===== src/rtl/ff_frame_packer.sv =====
// Frame assembler: packs DATA_W-bit beats behind a frame ID into a ring of NUM_BUF banks
// and streams completed frames out as LSB-first nibbles. Define FRAME_PACK_EXT_FRAMEID_EN for an external frame ID.
module ff_frame_packer #(
    parameter int DATA_W       = 1,
    parameter int PAYLOAD_BITS = 64,
    parameter int FRAMEID_W    = 8,
    parameter int NUM_BUF      = 2
) (
    input  logic                       ff_clk,
    input  logic                       reset,
    input  logic                       start,
    input  logic                       ff_en,
    input  logic [DATA_W-1:0]          ff_data,
    output logic                       out_valid,
    input  logic                       out_ready,
    output logic [3:0]                 out_data,
    output logic                       out_last,
    output logic [$clog2(NUM_BUF):0]   frames_pending,
    output logic                       overflow
`ifdef FRAME_PACK_EXT_FRAMEID_EN
    ,
    input  logic [FRAMEID_W-1:0]       frameid_in
`endif
);

    localparam int FRAME_BITS = FRAMEID_W + PAYLOAD_BITS;
    localparam int NUM_NIBS   = FRAME_BITS / 4;
    localparam int NUM_BEATS  = PAYLOAD_BITS / DATA_W;
    localparam int PTR_W      = $clog2(NUM_BUF);
    localparam int CNT_W      = PTR_W + 1;
    localparam int BEAT_W     = (NUM_BEATS > 1) ? $clog2(NUM_BEATS) : 1;
    localparam int NIB_W      = (NUM_NIBS > 1) ? $clog2(NUM_NIBS) : 1;
    localparam int OFF_W      = $clog2(FRAME_BITS) + 1;

    if (!(DATA_W == 1 || DATA_W == 2 || DATA_W == 4 || DATA_W == 8)) begin : g_bad_data_w
        $error("ff_frame_packer: DATA_W must be 1, 2, 4 or 8");
    end
    if ((FRAME_BITS % 4) != 0 || (PAYLOAD_BITS % DATA_W) != 0) begin : g_bad_frame
        $error("ff_frame_packer: frame must be nibble aligned and payload beat aligned");
    end
    if (NUM_BUF < 2 || (NUM_BUF & (NUM_BUF - 1)) != 0) begin : g_bad_num_buf
        $error("ff_frame_packer: NUM_BUF must be a power of 2, at least 2");
    end

    typedef enum logic {
        RD_IDLE,
        RD_SEND
    } rd_state_t;

    logic [FRAME_BITS-1:0] bank [NUM_BUF];

    logic [BEAT_W-1:0]    wr_cnt;
    logic [PTR_W-1:0]     wr_ptr;
    logic                 wr_done_p1;
    logic [PTR_W-1:0]     rd_ptr;
    logic [NIB_W-1:0]     rd_nib;
    logic [NIB_W-1:0]     rd_nib_nxt;
    rd_state_t            rd_state;
    logic [FRAMEID_W-1:0] cur_id;

    logic                 beat_req;
    logic                 beat_acc;
    logic                 beat_last;
    logic                 bank_full;
    logic                 rd_done;
    logic [CNT_W:0]       in_flight;
    logic [OFF_W-1:0]     wr_off;
    logic [OFF_W-1:0]     rd_off;

    // A frame finishing this cycle is not yet in frames_pending, so count it
    // here too; otherwise the following beat could land in the bank being read.
    always_comb begin
        in_flight  = {1'b0, frames_pending} + {{CNT_W{1'b0}}, wr_done_p1};
        bank_full  = (in_flight >= (CNT_W + 1)'(NUM_BUF));
        beat_req   = ff_en & start;
        beat_acc   = beat_req & ~bank_full;
        beat_last  = (wr_cnt == BEAT_W'(NUM_BEATS - 1));
        wr_off     = OFF_W'(FRAMEID_W) + OFF_W'(wr_cnt) * OFF_W'(DATA_W);
        rd_nib_nxt = rd_nib + NIB_W'(1);
        rd_off     = OFF_W'(rd_nib_nxt) << 2;
        rd_done    = (rd_state == RD_SEND) & out_ready & out_last;
    end

`ifdef FRAME_PACK_EXT_FRAMEID_EN
    assign cur_id = frameid_in;
`else
    logic [FRAMEID_W-1:0] id_cnt;

    always_ff @(posedge ff_clk) begin
        if (reset) begin
            id_cnt <= '0;
        end else if (beat_acc && beat_last) begin
            id_cnt <= id_cnt + FRAMEID_W'(1);
        end
    end

    assign cur_id = id_cnt;
`endif

    // Bank storage carries no reset; the frame ID rides in with the first beat.
    always_ff @(posedge ff_clk) begin
        if (beat_acc && !reset) begin
            bank[wr_ptr][wr_off +: DATA_W] <= ff_data;
            if (wr_cnt == '0) begin
                bank[wr_ptr][FRAMEID_W-1:0] <= cur_id;
            end
        end
    end

    always_ff @(posedge ff_clk) begin
        if (reset) begin
            wr_cnt     <= '0;
            wr_ptr     <= '0;
            wr_done_p1 <= 1'b0;
            overflow   <= 1'b0;
        end else begin
            wr_done_p1 <= beat_acc & beat_last;
            if (beat_acc) begin
                if (beat_last) begin
                    wr_cnt <= '0;
                    wr_ptr <= wr_ptr + PTR_W'(1);
                end else begin
                    wr_cnt <= wr_cnt + BEAT_W'(1);
                end
            end
            if (beat_req && bank_full) begin
                overflow <= 1'b1;
            end
        end
    end

    always_ff @(posedge ff_clk) begin
        if (reset) begin
            frames_pending <= '0;
        end else begin
            frames_pending <= frames_pending + CNT_W'(wr_done_p1) - CNT_W'(rd_done);
        end
    end

    // Read FSM: outputs are registered and only move on a handshake, so they
    // hold steady through a stall.
    always_ff @(posedge ff_clk) begin
        if (reset) begin
            rd_state  <= RD_IDLE;
            rd_ptr    <= '0;
            rd_nib    <= '0;
            out_valid <= 1'b0;
            out_last  <= 1'b0;
            out_data  <= '0;
        end else begin
            case (rd_state)
                RD_IDLE: begin
                    if (frames_pending != '0) begin
                        rd_nib    <= '0;
                        out_valid <= 1'b1;
                        out_data  <= bank[rd_ptr][3:0];
                        out_last  <= (NUM_NIBS == 1);
                        rd_state  <= RD_SEND;
                    end
                end
                RD_SEND: begin
                    if (out_ready) begin
                        if (out_last) begin
                            out_valid <= 1'b0;
                            out_last  <= 1'b0;
                            rd_ptr    <= rd_ptr + PTR_W'(1);
                            rd_state  <= RD_IDLE;
                        end else begin
                            rd_nib   <= rd_nib_nxt;
                            out_data <= bank[rd_ptr][rd_off +: 4];
                            out_last <= (rd_nib_nxt == NIB_W'(NUM_NIBS - 1));
                        end
                    end
                end
                default: rd_state <= RD_IDLE;
            endcase
        end
    end

endmodule


===== config.mk =====
export PLATFORM = sky130hd
export DESIGN_NAME = ff_frame_packer
export DESIGN_NICKNAME = d
export VERILOG_FILES = /design/src/rtl/ff_frame_packer.sv
export SDC_FILE = /design/constraint.sdc
export NUM_CORES = 1
export LEC_CHECK = 0
export CAP_MARGIN = 20
export CELL_PAD_IN_SITES_DETAIL_PLACEMENT = 0
export CELL_PAD_IN_SITES_GLOBAL_PLACEMENT = 1
export CORE_MARGIN = 5
export CORE_UTILIZATION = 46
export DETAILED_ROUTE_END_ITERATION = 12
export GPL_TIMING_DRIVEN = 0
export HOLD_SLACK_MARGIN = 0.08
export PLACE_DENSITY_LB_ADDON = 0.25
export SLEW_MARGIN = 15
export SYNTH_ARGS = -nofsm -noshare
export SYNTH_HDL_FRONTEND = slang
export SYNTH_SLANG_ARGS = --single-unit
export TNS_END_PERCENT = 100

===== constraint.sdc =====
create_clock -name ff_clk -period 2.28 [get_ports ff_clk]
set_input_delay 0.456 -clock ff_clk [delete_from_list [all_inputs] [get_ports ff_clk]]
set_output_delay 0.456 -clock ff_clk [all_outputs]
set_load 0.05 [all_outputs]

Word level (Yosys, flattened, before mapping)
Memories as Yosys holds them, arrays and structs flattened. A register that Yosys moved wholly into a read port is not among the register bits.
Cells that the tools add are included.

storage, ports and cells
  flip-flop bits (word level) = 32
  output and inout bits = 9
  word-level logic and storage cells = 95
  RAM bits = 144
  memories = 1

cells by class
  muxes and demuxes = 36
  reduce and logical (&&, ||, !) cells = 11
  equal/unequal tests = 6
  shifts and indexed selects = 3
  bitwise operators = 15
  $add $sub $neg = 10
  $lt $le $gt $ge = 1

memory list
  memory  words  width  read ports  clocked after Yosys merged registers in  wr ports  RTL line  RTL
  bank    2      72     1           1                                        1         50        logic [FRAME_BITS-1:0] bank [NUM_BUF];

operators with widths
  kind                                                                      count
  72-bit 2-to-1 mux                                                         1
  1-bit by 10-bit variable shift with 72-bit output (first input constant)  1
  1-bit by 10-bit variable part select with 72-bit output                   1
  72-bit by 8-bit variable part select with 4-bit output                    1
  1-bit 2-to-1 mux                                                          23
  5-bit 2-to-1 mux                                                          3
  4-bit 2-to-1 mux                                                          3
  7-bit negation with 10-bit output                                         1
  5-bit one-hot mux with 2 select lines                                     1
  3-bit AND reduction                                                       3
  8-bit by 1-bit adder with 8-bit output (second input constant)            1
  2-bit inequality test (second input constant)                             4
  1-bit bitwise OR                                                          8
  4-bit one-hot mux with 2 select lines                                     1
  4-bit by 6-bit adder with 7-bit output (first input constant)             1
  6-bit by 1-bit adder with 6-bit output (second input constant)            1
  6-bit equality test (second input constant)                               1
  6-bit logical NOT                                                         1
  6-bit 2-to-1 mux                                                          1
  1-bit one-hot mux with 2 select lines                                     3
  5-bit by 1-bit adder with 5-bit output (second input constant)            1
  1-bit AND                                                                 5
  5-bit equality test (second input constant)                               1
  2-bit AND reduction                                                       2
  other kinds (9)                                                           13

Depth between registers and ports, before layout
  depth in word-level cells = 8
  mapped depth = 9
  mapped depth without buffers = 7

Worst setup path before layout
No wires, ideal clock.

  path type = register -> register
  start point = reg wr_cnt[0]
  end point = mem bank[1][28] in the netlist's numbering (enable)
  cell stages (with the launch flop) = 10
  arrival time = 2.157 ns
  period minus slack after synthesis = 2.457 ns
  buffers on the path = 2
  library setup time = 0.301 ns
  required time = 1.979 ns
  path slack = -0.177 ns
  cells stage by stage = dfxtp_1 > buf_4 > inv_1 > ha_1 > and2b_1 > nor3b_2 > or2_2 > nand2_1 > clkbuf_1 > nor2_1

on the way
  cells in the longest elaborated chain, start to end = 4

ends and longest elaborated chain
  element                                            RTL line  RTL
  from (decl)                                        52        logic [BEAT_W-1:0] wr_cnt;
  from (signal assigned)                             123       wr_cnt <= wr_cnt + BEAT_W'(1);
  4-bit by 6-bit adder with 7-bit output             78        wr_off = OFF_W'(FRAMEID_W) + OFF_W'(wr_cnt) * OFF_W'(DATA_W);
  7-bit negation with 10-bit output                  103       bank[wr_ptr][wr_off +: DATA_W] <= ff_data;
  1-bit by 10-bit variable shift with 72-bit output  103
  72-bit 2-to-1 mux (implied by the code)            103
  to (decl)                                          50

No other way between the ends.

Worst setup path after layout
  start point = reg wr_cnt[0]
  end point = mem bank[1][19] in the netlist's numbering (enable)

The elaborated chain is that of the path after synthesis.

==> metrics.csv <==
metric,value,unit
grt_setup_unrepaired,yes,
clkTransAtPathRegs,0.07,ns
grt_pass1_vias,6736,
synth_top_family_by_area,simple AND/OR/NAND/NOR gates,
overflow,0,
track_usage,23.7,%
wl_per_cell,23.2,µm
top_layer,met4,
maxCapViolCount,0,
p_leak,3.64,nW
drc,0,
cts_tree,done,
syn-num-nets,814,
antenna_found_initial,0,
cts_root_buffer,clkbuf_16,
clock_path_buffers,2,
grt_max_degree,17,
ir_worst_vdd,0.000466,V
fin_crit_sh,105,%
synth_commonest_cells,"206 x nor2_1, 144 x edfxtp_1, 49 x nand2_1",
multi_input_comb_area,0.00512,mm²
die-area,0.0224,mm²
postRouteAntennaNets,0,
clk_latency,0.44,ns
fin_ws,-0.105,ns
synth_xor_area_share,2.40,%
port_buffers,14,
crit_type,flip-flop to flip-flop,
dpl.hpwl,18100,µm
arrival,2.53,ns
min_period,2.38,ns
drt_iter0_markers,688,
slowest_stage,o311ai_4,
tightest_slew,1.06,ns
std_cell_rows,51,
yosysMostFrequentCell,nor2_1,
ys.flop_type,edfxtp_1,
drt-total-wl,26400,µm
outcome,finished with violations,
seqCellArea,0.00499,mm²
place_congestion,0.870,
worstPathMaxFanout,6,
via_count,6790,
ys_ff_latch,177,
critical-path-max-stage-delay,0.50,ns
cts-buffers-inserted,17,
synth_edf_count,144,
syn_inst,797,
wl_met1,10900,µm
worstPathRequired,2.42,ns
fin_nets,879,
crit_chain,"buf_6, o311ai_4, xnor2_4, nor3_4, buf_6, nand3_4, nor2_4",
yosysTopAreaCell,edfxtp_1,
first_pass_iters,5,
cp.buffers_inverters,2,
yosys_warnings,0,
place_ws,-1.14,ns
finClkSkew,0.0112,ns
setup_viol,103,
drv_slew,0,
relSlewSlack,29.2,%
syn_area,0.00898,mm²
holdBufCountCts,0,
clock_sinks,177,
chipWidth,150,µm
hold_path.class,flip-flop to flip-flop,
start_kind,flip-flop,
powerDensity,578,mW/mm²
synthArstFlopShare,0,%
cts.htree.levels,4,
fillCellCount,1495,
critPathTopFamily,simple AND/OR/NAND/NOR gates,
via_per_inst,5.96,
endpoint_kind,flip-flop,
synth_mux_area_share,11.2,%
cpMostUsedCell,buf_6,
synthSimpleGateAreaFrac,20.0,%
area_delta_synth_final,34.1,%
synthDistinctLibCells,64,
n_antenna_cell,0,
ys_seq_area_share,55.5,%
max_freq,419,MHz
violations,setup timing,
grt_pass1_wl,39600,µm
synthAdderAreaFrac,1.53,%
hold_viol,0,
layout-drive-gt1-share,44.6,%
core-area,0.0193,mm²
avgSynthCellArea,11.3,µm²
die_h,150,µm
wl_met2,13400,µm
initial_core_util,46.5,%
synth-compound-area-share,6.03,%
synthTopCellsByArea,"edfxtp_1 48%, nor2_1 8.6%, dfxtp_1 7.4%",
timing.setup.tns,-4.70,ns
dr_wl_met3,1580,µm
synth_top_area_share,48.1,%
ios,15,
## report_power, final
part / internal, mW / switching [mW]
logic: 0.165 / 0.375
registers: 3.45 / 0.00339
clock network: 1.63 / 1.34
total: 5.25 / 1.71
## tightest hold or removal path, stage by stage (launching register included)
cell     delay [ns]
dfxtp_1        0.33
a31oi_1        0.04
nor2_1         0.07
## layer usage
metal | vias up | track usage [%]
met5 | - | 0
met4 | 0 | 7.32
met3 | 41 | 3.57
met2 | 276 | 39.1
met1 | 3445 | 32.7
li1 | 3028 | -
## final timing paths
kind,start,end,slack [ns],cells past startpoint
max reg2reg,wr_cnt[0],bank[1][19],-0.10,7
max,wr_cnt[0],bank[1][19],-0.10,7
min,overflow,overflow,0.48,2
min reg2reg,overflow,overflow,0.48,2
## kinds of logic after synthesis
logic type / after synthesis
and+or+nand+nor: 383
adders and majority gates: 11
DFF: 177
buffers and inverters: 67
AOI/OAI and AO/OA: 73
muxes: 64
xor gates and xnor gates: 22
## registers in the layout (all words and copies together) (netlist names), named ones only
signal	flops
bank	144
overflow	1
out_last	1
wr_cnt	6
frames_pending	2
cur_id	8
rd_ptr	1
wr_done_p1	1
wr_ptr	1
rd_nib	5
rd_state	1
out_valid	1
out_data	4
## final cells by class
| type | instances | share of cell area [%] |
|---|---|---|
| buffer | 51 | 3.69 |
| sequential | 177 | 41.5 |
| multi-input combinational | 553 | 42.5 |
| inverter | 11 | 0.436 |
| clock buffer | 17 | 3.53 |
| timing repair buffer | 51 | 4.32 |
| tap | 265 | 2.75 |
| clock inverter | 15 | 1.32 |
## cells in the final DEF, fill, tap and decap left out, types with 7 or more instances in the layout
| cell | instances |
|---|---|
| nor3_1 | 21 |
| nand2_2 | 14 |
| buf_8 | 7 |
| nand2_8 | 10 |
| nor3_2 | 18 |
| mux2_2 | 12 |
| xor2_1 | 8 |
| clkbuf_4 | 7 |
| mux4_2 | 28 |
| buf_2 | 9 |
| nor2b_1 | 12 |
| buf_6 | 21 |
| nand2_1 | 19 |
| ha_1 | 9 |
| inv_1 | 7 |
| clkbuf_16 | 18 |
| and2_1 | 7 |
| xnor2_1 | 9 |
| mux2i_1 | 22 |
| o21ai_0 | 10 |
| nor2_2 | 43 |
| clkdlybuf4s50_1 | 14 |
| nor2_1 | 89 |
| dfxtp_1 | 29 |
| nor2_4 | 75 |
| buf_4 | 25 |
| edfxtp_1 | 144 |
## through the flow
stage	cell area [µm²]	utilization (%)	total power [mW]	hold slack, ns	std cells
final	12000	62.3	6.96	0.477	1140
after global routing	12000	62.3	7.10	0.516	1140
after CTS	10800	56.0	6.83	0.480	1130
after detailed placement	9480	49.0	3.85	0.461	1076
after global placement	9480	49.0	3.85	0.448	1076
after floorplan	9010	-	3.72	0.479	797
## what timing repair did
item                                    4_1_cts  5_1_grt
cloned                                        3        1
hold endpoints to repair                      0        0
endpoints found under the setup margin      286      271
pin swaps                                    21       43
setup buffers                                20       15
resized for setup                           146      283
No activity file was read; power rests on OpenSTA's default activity.
